$ cat src/rtl/uart_tx_serializer.sv
// UART transmit serialiser sitting on the read side of the UART async FIFO.
// Pops one character per frame, then shifts out start, data (LSB first),
// optional parity and 1..2 stop bits. Bit period = latched baud_div + 1 clocks.
module uart_tx_serializer #(
  parameter int DATA_WIDTH = 8,
  parameter int RD_LAT     = 2,
  parameter bit PARITY_EN  = 1'b0,
  parameter bit PARITY_ODD = 1'b0,
  parameter int STOP_BITS  = 1,
  parameter int DIV_WIDTH  = 16
) (
  input  logic                  clk,
  input  logic                  rst_n,
  input  logic                  tx_en,
  input  logic [DIV_WIDTH-1:0]  baud_div,
  input  logic                  fifo_is_empty,
  input  logic [DATA_WIDTH-1:0] fifo_r_data,
  output logic                  fifo_r_en,
  output logic                  txd,
  output logic                  busy,
  output logic                  tx_done
);

  localparam int BIT_W  = (DATA_WIDTH > 2) ? $clog2(DATA_WIDTH) : 1;
  localparam int WAIT_W = (RD_LAT > 2) ? $clog2(RD_LAT) : 1;

  localparam logic [BIT_W-1:0]  LAST_BIT  = BIT_W'(DATA_WIDTH - 1);
  localparam logic [BIT_W-1:0]  LAST_STOP = BIT_W'(STOP_BITS - 1);
  localparam logic [WAIT_W-1:0] LAST_WAIT = WAIT_W'(RD_LAT - 1);

  typedef enum logic [2:0] {
    S_IDLE   = 3'd0,
    S_FETCH  = 3'd1,
    S_WAIT   = 3'd2,
    S_START  = 3'd3,
    S_DATA   = 3'd4,
    S_PARITY = 3'd5,
    S_STOP   = 3'd6
  } state_t;

  state_t                r_state;
  state_t                w_state_next;
  logic [DIV_WIDTH-1:0]  r_div;
  logic [DIV_WIDTH-1:0]  w_div_next;
  logic [DIV_WIDTH-1:0]  r_baud_cnt;
  logic [DIV_WIDTH-1:0]  w_baud_cnt_next;
  logic [BIT_W-1:0]      r_bit_cnt;
  logic [BIT_W-1:0]      w_bit_cnt_next;
  logic [WAIT_W-1:0]     r_wait_cnt;
  logic [WAIT_W-1:0]     w_wait_cnt_next;
  logic [DATA_WIDTH-1:0] r_shift;
  logic [DATA_WIDTH-1:0] w_shift_next;
  logic                  r_parity;
  logic                  w_parity_next;
  logic                  r_txd;
  logic                  w_txd_next;
  logic                  r_fifo_r_en;
  logic                  r_busy;
  logic                  r_tx_done;
  logic                  w_tx_done_next;
  logic                  w_bit_end;

  // Parity over one character; odd parity is the inverse of the plain XOR.
  function automatic logic calc_parity(input logic [DATA_WIDTH-1:0] data);
    return (^data) ^ PARITY_ODD;
  endfunction

  // The divisor is latched per frame, so mid-frame baud_div writes are ignored.
  assign w_bit_end = (r_baud_cnt == r_div);

  // Next-state, counter and serial-bit decode; defaults hold every register.
  always_comb begin
    w_state_next    = r_state;
    w_div_next      = r_div;
    w_baud_cnt_next = r_baud_cnt;
    w_bit_cnt_next  = r_bit_cnt;
    w_wait_cnt_next = r_wait_cnt;
    w_shift_next    = r_shift;
    w_parity_next   = r_parity;
    w_tx_done_next  = 1'b0;
    w_txd_next      = 1'b1;

    case (r_state)
      S_IDLE: begin
        // Pop only when enabled and the FIFO really holds data: the FIFO
        // does not protect itself against a pop while empty.
        if (tx_en && !fifo_is_empty) begin
          w_state_next = S_FETCH;
        end else begin
          w_state_next = S_IDLE;
        end
      end
      S_FETCH: begin
        w_state_next    = S_WAIT;
        w_wait_cnt_next = '0;
      end
      S_WAIT: begin
        if (r_wait_cnt == LAST_WAIT) begin
          w_state_next    = S_START;
          w_shift_next    = fifo_r_data;
          w_div_next      = baud_div;
          w_parity_next   = calc_parity(fifo_r_data);
          w_baud_cnt_next = '0;
        end else begin
          w_wait_cnt_next = r_wait_cnt + 1'b1;
        end
      end
      S_START: begin
        if (w_bit_end) begin
          w_state_next    = S_DATA;
          w_baud_cnt_next = '0;
          w_bit_cnt_next  = '0;
        end else begin
          w_baud_cnt_next = r_baud_cnt + 1'b1;
        end
      end
      S_DATA: begin
        if (w_bit_end) begin
          w_baud_cnt_next = '0;
          w_shift_next    = {1'b0, r_shift[DATA_WIDTH-1:1]};
          if (r_bit_cnt == LAST_BIT) begin
            w_bit_cnt_next = '0;
            if (PARITY_EN) begin
              w_state_next = S_PARITY;
            end else begin
              w_state_next = S_STOP;
            end
          end else begin
            w_bit_cnt_next = r_bit_cnt + 1'b1;
          end
        end else begin
          w_baud_cnt_next = r_baud_cnt + 1'b1;
        end
      end
      S_PARITY: begin
        if (w_bit_end) begin
          w_state_next    = S_STOP;
          w_baud_cnt_next = '0;
          w_bit_cnt_next  = '0;
        end else begin
          w_baud_cnt_next = r_baud_cnt + 1'b1;
        end
      end
      S_STOP: begin
        if (w_bit_end) begin
          w_baud_cnt_next = '0;
          if (r_bit_cnt == LAST_STOP) begin
            w_state_next   = S_IDLE;
            w_bit_cnt_next = '0;
            w_tx_done_next = 1'b1;
          end else begin
            w_bit_cnt_next = r_bit_cnt + 1'b1;
          end
        end else begin
          w_baud_cnt_next = r_baud_cnt + 1'b1;
        end
      end
      default: begin
        w_state_next = S_IDLE;
      end
    endcase

    // Line level for the state being entered, so txd is a clean flop output.
    case (w_state_next)
      S_START:  w_txd_next = 1'b0;
      S_DATA:   w_txd_next = w_shift_next[0];
      S_PARITY: w_txd_next = w_parity_next;
      default:  w_txd_next = 1'b1;
    endcase
  end

  // FSM state register.
  always_ff @(posedge clk or negedge rst_n) begin
    if (!rst_n) begin
      r_state <= S_IDLE;
    end else begin
      r_state <= w_state_next;
    end
  end

  // Datapath registers: divisor, counters, shift register and parity.
  always_ff @(posedge clk or negedge rst_n) begin
    if (!rst_n) begin
      r_div      <= '0;
      r_baud_cnt <= '0;
      r_bit_cnt  <= '0;
      r_wait_cnt <= '0;
      r_shift    <= '0;
      r_parity   <= 1'b0;
    end else begin
      r_div      <= w_div_next;
      r_baud_cnt <= w_baud_cnt_next;
      r_bit_cnt  <= w_bit_cnt_next;
      r_wait_cnt <= w_wait_cnt_next;
      r_shift    <= w_shift_next;
      r_parity   <= w_parity_next;
    end
  end

  // Registered outputs, decoded from the next state so they align with it.
  always_ff @(posedge clk or negedge rst_n) begin
    if (!rst_n) begin
      r_txd       <= 1'b1;
      r_fifo_r_en <= 1'b0;
      r_busy      <= 1'b0;
      r_tx_done   <= 1'b0;
    end else begin
      r_txd       <= w_txd_next;
      r_fifo_r_en <= (w_state_next == S_FETCH);
      r_busy      <= (w_state_next != S_IDLE);
      r_tx_done   <= w_tx_done_next;
    end
  end

  assign txd       = r_txd;
  assign fifo_r_en = r_fifo_r_en;
  assign busy      = r_busy;
  assign tx_done   = r_tx_done;

endmodule
$ cat config.mk
export PLATFORM = sky130hd
export DESIGN_NAME = uart_tx_serializer
export DESIGN_NICKNAME = d
export VERILOG_FILES = /design/src/rtl/uart_tx_serializer.sv
export SDC_FILE = /design/constraint.sdc
export NUM_CORES = 1
export LEC_CHECK = 0
export ABC_AREA = 1
export BUFFER_PORTS_ARGS = -buffer_cell sky130_fd_sc_hd__buf_2
export CORE_UTILIZATION = 53
export DETAILED_ROUTE_END_ITERATION = 8
export GPL_TIMING_DRIVEN = 0
export PLACE_DENSITY_LB_ADDON = 0.3
export SLEW_MARGIN = 20
export SYNTH_ARGS = -nofsm -noshare
export SYNTH_HDL_FRONTEND = slang
export SYNTH_SLANG_ARGS = --single-unit
export TNS_END_PERCENT = 30
$ cat constraint.sdc
create_clock -name clk -period 2 [get_ports clk]
set_input_delay 0.4 -clock clk [delete_from_list [all_inputs] [get_ports clk]]
set_output_delay 0.4 -clock clk [all_outputs]
set_load 0.05 [all_outputs]
### Word level (Yosys, flattened, before mapping)

Index checks and enable logic that the tools add are counted.

* add/sub/neg operators: 3
* eq/ne operators: 16
* muxes and demuxes: 29
* reduce and logical (&&, ||, !) cells: 16

Operators by type and width (count)
* two-way mux 3 bit: 12
* two-way mux 16 bit: 2
* one-hot mux 16 bit (2 select lines): 1
* one-hot mux 3 bit (7 select lines): 1
* == test 3 bit (second input constant): 6
* adder 16 x 1 -> 16 bit (second input constant): 1
* == test 16 bit: 1
* two-way mux 8 bit: 2
* one-hot mux 8 bit (2 select lines): 1
* == test 3 x 2 -> 1 bit (second input constant): 3
* one-hot mux 3 bit (3 select lines): 1
* parity 8 bit: 1
* two-way mux 1 bit: 7
* == test 3 x 1 -> 1 bit (second input constant): 2
* zero test 3 bit: 2
* != test 2 bit (second input constant): 3
* nonzero test 2 bit: 3
* nonzero test 3 bit: 2
* AND reduction 2 bit: 2
* AND reduction 4 bit: 1
* OR reduction 4 bit: 1
* adder 3 x 1 -> 3 bit (second input constant): 1
* one-hot mux 1 bit (3 select lines): 1
* AND reduction 3 bit: 1
* 6 further kinds: 6

* flip-flop bits (word level): 52
* input port bits: 28
* output and inout port bits: 4
* logic and storage cells: 76

### Depth between registers and ports, before layout

Gate-level depths: netlist (run 1).

* depth in word-level cells: 6
* mapped depth: 14
* depth with buffers taken out: 14

### Least setup slack after synthesis (run 1)

Ideal clock, no wire load.

* kind: flip-flop to flip-flop
* start point: reg r_state[2]
* end point: reg r_baud_cnt[9]
* setup time: 128 ps
* arrival time: 1404 ps
* data required time: 1872 ps
* path slack: 467 ps
* cell stages (with the launch flop): 12
* path buffers: 1
* period minus slack after synthesis: 1533 ps
* cells stage by stage: dfrtp_1 buf_2 inv_1 nand2_1 nor2_4 nor2_2 nor2_2 nand2_1 nor2_2 nand2_1 nor2_1 nor3b_2

* cells in the longest elaborated chain, start to end: 4
* elaborated cells on any way between the ends: 10
* those cells by class: 6 x eq/ne; 1 x mux; 3 x reduce/logical

RTL lines
* from (decl): RTL line 41 `state_t r_state;`
* from (signal assigned): RTL line 177 `r_state <= w_state_next;`
* == test 3 bit or == test 3 x 2 -> 1 bit (tied branches): RTL line 83 `case (r_state)`
* OR reduction 4 bit (no line)
* nonzero test 2 bit (no line)
* AND reduction 2 bit (no line)
* to (signal assigned): RTL line 192 `r_baud_cnt <= w_baud_cnt_next;`
* to (decl): RTL line 45 `logic [DIV_WIDTH-1:0] r_baud_cnt;`

Parallel ways exist; a longest one is shown, timed or not.
A chain may end at the register's enable or synchronous reset.

### Final worst setup path (run 1)

* start point: reg r_baud_cnt[2]
* end point: reg r_baud_cnt[11]

* cells in the longest elaborated chain, start to end: 3
* elaborated cells on any way between the ends: 4
* those cells by class: 1 x add/sub; 1 x eq/ne; 2 x mux

RTL lines (RTL line)
* adder 16 x 1 -> 16 bit or == test 16 bit (tied branches)
* two-way mux 16 bit (*)
* one-hot mux 16 bit (2 select lines) (*): 83

Every way passes the cells marked *; elsewhere a longest branch is shown, timed or not.

==> results.md, run 1 <==
* Status: completed
* Crit path required time at around 2.2 ns
* Tcrit/Tclk final at 0.9211
* First DRT Iteration DRCs at around 170
* Ys async rst share at 1.000
* Cell Chain, Critical Path: nand3_2 > nor2_1 > nand2_1 > nor4_2 > nand4_1 > nor2_2 > xor2_1 > nor2_1
* Crit path DAT at 2.02 ns
* Die area at roughly 5700 um^2
* Total power at around 2.5 mW
* RR Startpoint: r_baud_cnt[2]$_DFFE_PN0P_
* Row cnt at 26
* DR WL/cell at 12.04 um
* First-pass GRT wire length at between 9000 and 10000 um
* Vias in the first global route at around 2300
* Ports at 32
* Vias at between 2000 and 2500
* Layout area overhead at 13.43%
* Max_cap viols at 0
* Max Transition Viols Final at 0
* CP Buf/Inv Count at 0
* CTS Buffer Depth at 2
* Cells after synthesis at roughly 370
* Largest net degree at the start of global routing at 53
* Most frequent cells in the layout: nand2_1, inv_1, dfrtp_1, buf_2, o21ai_0
* Layout cell share with drive strength beyond 1 at 0.1951
* Synth Register Bits at 52
* CP Capture Type: flop
* CTS tree: yes
* Post-synth top flop: dfrtp_1
* Final Hold Fails at 0
* Post-synth EDFFs at 0
* Initial core utilization at 0.5547
* Die H at around 76 um
* Max VDD drop at 0.7270 mV
* HP Class: in2async
* Inserted Clock Buffers at 5
* Core Region at 5172 um^2
* Power Dens Cells at slightly below 800 nW/um^2
* Syn Nets at 403
* Most common cell after layout, fill and taps aside: nand2_1
* Clock-pin slew on the worst setup and hold paths at roughly 0.10 ns
* Skew final at between 0.01 and 0.015 ns
* Startpoint type of the worst setup path: flop
* Pre-antenna DRT Iters at 4
* CP max-delay cell: dfrtp_1
* Grt total ovfl at 0
* Relative slew margins at 0.5687
* Clock Tree Root: clkbuf_8
* Final min period at approximately 1.8 ns
* Critical path origin: r_baud_cnt[2]$_DFFE_PN0P_
* Max Clock Freq at 0.5429 GHz
* Total GRT Usage at 0.2329
* Vias per cell at 5.010
* DP HPWL at 4285 um
* Critical path type: reg2reg
* DRC viols at 0
* Post-synth cell types at 38
* Synthesis Warnings at 0
* Detailed Route WL at 5780 um
* Mapped Avg Cell Area at between 7 and 8 um^2
* CP max FO at 5
* Worst skew pair latency at between 0.3 and 0.4 ns
* Post-layout nets at 441
* Die width at roughly 76 um
* RSZ-0062 raised after global routing: yes
* Setup violations, final at 0
* Final ANT Viol Nets at 0
* Leak Pwr at 1.608 nW
* CTS Sinks at 52
* Crit-path max cell delay at 0.45 ns
* Initial antenna violation count at 0
* H-tree depth at 2
* ANT cells at 0
* Total Negative Setup Slacks at 0 ns
* Worst-Margin Slew at 0.6469 ns
* Post-Synthesis Cell Area at around 2900 um^2
* PortBufs at 31
* Sequential area share after synthesis at 0.4540
* Top delay family on crit path: simple AND/OR/NAND/NOR gates
* Final weighted congestion in routability-driven placement at 0.8353
* CP dominant cell by count: nor2_1
path summary, 6_finish.rpt:
path | cells past startpoint | endpoint | slack [ns]
max | 8 | r_baud_cnt[11]$_DFFE_PN0P_ | 0.16
min reg2reg | 2 | r_shift[7]$_DFFE_PN0P_ | 0.48
min | 1 | r_div[1]$_DFFE_PN0P_ | 0.11
max in group asynchronous | 1 | r_baud_cnt[8]$_DFFE_PN0P_ | 1.44
min in group clk | 3 | r_div[5]$_DFFE_PN0P_ | 0.29
max reg2reg | 8 | r_baud_cnt[11]$_DFFE_PN0P_ | 0.16
logic make-up (layout without fill, tap and decap cells):
family | count (synthesis) | count (layout) | share of synthesized area
xor gates and xnor gates | 9 | 9 | 0.02747
adders and majority gates | 4 | 4 | 0.01745
DFF | 52 | 52 | 0.4540
buffers and inverters | 65 | 104 | 0.08984
AOI/OAI and AO/OA | 49 | 49 | 0.09900
and+or+nand+nor | 192 | 192 | 0.3123
repair_timing:
item                                    4_1_cts  5_1_grt
resized for setup                             0        3
endpoints found under the setup margin        0        5
hold buffers                                  0        0
setup buffers                                 0        0
stage by stage:
| stage | hold slack (ns) | std cells | instance area, um^2 | util | setup slack [ns] |
|---|---|---|---|---|---|
| floorplan | 0.1044 | 371 | 2869 | - | 0.4673 |
| global placement | 0.4575 | 472 | 3112 | 0.6016 | 0.1985 |
| detailed placement | 0.4599 | 472 | 3114 | 0.6021 | 0.1322 |
| CTS | 0.1349 | 480 | 3241 | 0.6265 | 0.09934 |
| global route | 0.1556 | 480 | 3254 | 0.6292 | -0.01834 |
| finish | 0.1050 | 480 | 3254 | 0.6292 | 0.1579 |
cell usage after synthesis, types with 4 or more instances:
library cell / instances / area share
nor2_4: 8 / 0.031
dfrtp_1: 51 / 0.44
inv_2: 6 / 0.0078
nand3_1: 10 / 0.017
a21oi_1: 7 / 0.012
inv_1: 51 / 0.067
ha_1: 4 / 0.017
nand2_1: 116 / 0.15
nor3_1: 10 / 0.017
a22oi_1: 4 / 0.010
xnor2_1: 5 / 0.015
nor2_1: 26 / 0.034
o21ai_0: 28 / 0.049
nor2_2: 6 / 0.013
xor2_1: 4 / 0.012
final cells by class:
| cell class | count | area [um^2] |
|---|---|---|
| flip-flops and latches | 52 | 1304 |
| inverters | 59 | 224.0 |
| clock buffers | 7 | 96.34 |
| multi-input cells | 254 | 1321 |
| plain buffers | 6 | 33.78 |
| repair buffers | 31 | 157.7 |
| fillers | 464 | 1918 |
| well taps | 70 | 87.58 |
| clock inverters | 1 | 30.03 |
sequential cells by signal (all words and copies together) (netlist names):
| name | cells |
|---|---|
| r_shift | 8 |
| r_div | 16 |
| r_baud_cnt | 16 |
| r_wait_cnt | 1 |
| busy | 1 |
| fifo_r_en | 1 |
| tx_done | 1 |
| r_state | 3 |
| txd | 1 |
| r_bit_cnt | 3 |
| r_parity | 1 |
where the power goes:
| group | internal [mW] | switching (mW) | leakage (nW) |
|---|---|---|---|
| combinational | 0.176 | 0.269 | 0.917 |
| clock | 0.442 | 0.354 | 0.0645 |
| sequential | 1.16 | 0.114 | 0.627 |
| total | 1.78 | 0.736 | 1.61 |
per-layer routing:
metal | global-route usage | vias up | wire length, um
met1 | 0.2928 | 1106 | 2688
met3 | 0.05159 | 12 | 194
met4 | 0.08230 | 0 | 119
met2 | 0.3968 | 47 | 2779
li1 | - | 1240 | -
met5 | 0 | - | 0
worst register-to-register path: cells and delay by family (launching register included):
family | cells | cell delay, ns
simple gates | 7 | 1.10
flops | 1 | 0.45
xor+xnor | 1 | 0.16
Note: power is estimated with default switching activity, not from simulation.
==> inputs of run 2 (changes only) <==
- CELL_PAD_IN_SITES_DETAIL_PLACEMENT: not set -> 1
- CELL_PAD_IN_SITES_GLOBAL_PLACEMENT: not set -> 1
- CORE_UTILIZATION: 53 -> 43
==> run 2 against run 1 <==
Sequential cell count unchanged. Global-route usage fell by 2.0 points. Register-to-register slack worse by 0.04 ns. Utilization down 12 points. Clock power down 18%. Critical path depth up 5. First-iteration DRC count down 24%. Clock skew is 0.0028 ns lower. Sequential power barely moved.
==> results.md, run 2 (synthesized netlist as in run 1, its figures left out) <==
* Power Dens Cells at 735.5 nW/um^2
* Total power at ~2.4 mW
* CTS Buffer Depth at 2
* PortBufs at 31
* Max_cap viols at 0
* Vias in the first global route at ~2600
* Most common cell after layout, fill and taps aside: nand2_1
* Clock-pin slew on the worst setup and hold paths at about 0.10 ns
* Startpoint type of the worst setup path: flop
* CP dominant cell by count: nand2_1
* Met1 GRT Util at 0.2792
* Vias at about 2500
* Switch Pwr at between 0.7 and 0.8 mW
* CP max-delay cell: dfrtp_1
* Seq pwr share at 0.535
* Crit-path max cell delay at approximately 0.43 ns
* Grt met3 use at 0.02967
* Vias per cell at 5.047
* CP Capture Type: flop
* Final Hold Fails at 0
* RR Endpoint: r_shift[1]$_DFFE_PN0P_
* Cell Chain, Critical Path: inv_1 > nand2_1 > nand2_1 > nor2_1 > nand2_1 > nor2_4 > nand2_4 > nor2_4 > inv_2 > nand2_1 > inv_2 > nand2_1 > o211ai_1
* Max Transition Viols Final at 0
* Core Region at between 6000 and 7000 um^2
* DRC viols at 0
* Min Hold Slack at ~0.11 ns
* Final setup margin at about 0.11 ns
* Power share of the clock group at 0.274
* RSZ-0062 raised after global routing: yes
* Total Negative Setup Slacks at 0 ns
* Skew final at between 0.01 and 0.015 ns
* GRT busiest layer: met2
* Most frequent cells in the layout: nand2_1, inv_1, dfrtp_1, buf_2, o21ai_0
* Row cnt at 29
* Tcrit/Tclk final at 0.9432
* Hold buffers post-CTS at 0
* Clock Tree Root: clkbuf_8
* Initial antenna violation count at 0
* Grt total ovfl at 0
* Gate power share at 0.191
* H-tree depth at 2
* GRT met2 Usage at 0.3681
* Ports at 32
* ANT cells at 0
* Total GRT Usage at 0.2125
* Registers with the most flip-flops: r_baud_cnt x16, r_div x16, r_shift x8
* HP Class: in2async
* Final Non-Filler Cells at between 400 and 500
* Die H at 83.68 um
* Detailed Route WL at ~7000 um
* R2r setup slk at around 0.11 ns
* Post-layout nets at 444
* Largest net degree at the start of global routing at 53
* Layout cell share with drive strength beyond 1 at 0.1961
* Final weighted congestion in routability-driven placement at about 0.79
* CP max FO at 6
* Worst skew pair latency at 0.32 ns
* Switching Fraction at 0.3231
* DP HPWL at roughly 5200 um
* Max Clock Freq at 0.5301 GHz
* Critical path type: reg2reg
* R2R depth at 13
* Status: completed
* P_int at 1.618 mW
* Final min period at around 1.9 ns
* Top delay family on crit path: simple AND/OR/NAND/NOR gates
* CP Buf/Inv Count at 3
* Initial core utilization at 0.4493
* Crit path required time at 2.20 ns
* First DRT Iteration DRCs at about 130
* CTS tree: yes
* Setup violations, final at 0
* Pre-antenna DRT Iters at 4
* Crit path DAT at between 2 and 2.5 ns
* Max VDD drop at between 0.4 and 0.5 mV
* CTS Sinks at between 50 and 60
* Placed cell count at 479
* RR Startpoint: r_baud_cnt[10]$_DFFE_PN0P_
* Post-Place Setup Slack at ~0.12 ns
* Inserted Clock Buffers at 5
* Leak Pwr at ~1.6 nW
* Final ANT Viol Nets at 0
* Worst-Margin Slew at around 0.67 ns
* DR WL/cell at ~14 um
* Die width at ~84 um
* Layout area overhead at 13.26%
* Relative slew margins at 0.5546
* First-pass GRT wire length at between 10000 and 15000 um
* Die area at around 7000 um^2
## run 2: changes by cell type in the layout (fill, tap and decap cells not counted), sizes merged
cell      previous run  this run
buf                 35        38
clkinvlp             0         2
bufinv               1         0
clkbuf               9         8
## run 2: power groups by stage
stage	Combinational, mW	Clock, mW	Sequential [mW]
2_1_floorplan	0.324	0	1.27
3_3_place_gp	0.431	0	1.29
3_5_place_dp	0.460	0	1.30
4_1_cts	0.463	0.668	1.28
5_1_grt	0.540	0.690	1.29
6_report	0.457	0.654	1.28
## run 2: what timing repair did
| action | CTS | global route |
|---|---|---|
| gates resized for setup | 0 | 2 |
| buffers inserted | 0 | 3 |
| setup endpoints to repair | 0 | 7 |
## run 2: worst max-delay path by stage
stage	end	slack, ns	start	cells after the start
final	r_shift[1]$_DFFE_PN0P_	0.11	r_baud_cnt[10]$_DFFE_PN0P_	13
after global routing	r_baud_cnt[11]$_DFFE_PN0P_	-0.07	r_baud_cnt[2]$_DFFE_PN0P_	9
after CTS	r_baud_cnt[15]$_DFFE_PN0P_	0.06	r_baud_cnt[2]$_DFFE_PN0P_	8
after detailed placement	r_baud_cnt[15]$_DFFE_PN0P_	0.12	r_baud_cnt[2]$_DFFE_PN0P_	8
after global placement	r_baud_cnt[15]$_DFFE_PN0P_	0.13	r_baud_cnt[2]$_DFFE_PN0P_	8
after floorplan	r_baud_cnt[9]$_DFFE_PN0P_	0.47	r_state[2]$_DFF_PN0_	11
## run 2: through the flow
step,instance area [um^2],utilization
floorplan,2869,-
global placement,3120,0.4886
detailed placement,3123,0.4890
CTS,3221,0.5043
global route,3249,0.5088
finish,3249,0.5088
## run 2: worst reg2reg max path, cell delays in order, from the launching register on
cell,delay [ns]
dfrtp_1,0.43
inv_1,0.10
nand2_1,0.07
nand2_1,0.05
nor2_1,0.10
nand2_1,0.11
nor2_4,0.20
nand2_4,0.10
nor2_4,0.18
inv_2,0.09
nand2_1,0.12
inv_2,0.08
nand2_1,0.06
o211ai_1,0.08
## run 2: per-layer routing
metal,vias to the layer above,share of wire
li1,1247,-
met1,1189,0.46
met2,31,0.50
met3,6,0.023
met4,0,0.011
met5,-,0
## run 2: area by class of cell
class / count / area (um^2)
fillers: 827 / 3137
well taps: 77 / 96.34
clock buffers: 6 / 82.58
flip-flops and latches: 52 / 1303
repair buffers: 34 / 180.2
inverters: 59 / 224.0
clock inverters: 2 / 15.01
multi-input cells: 254 / 1315
plain buffers: 6 / 33.78
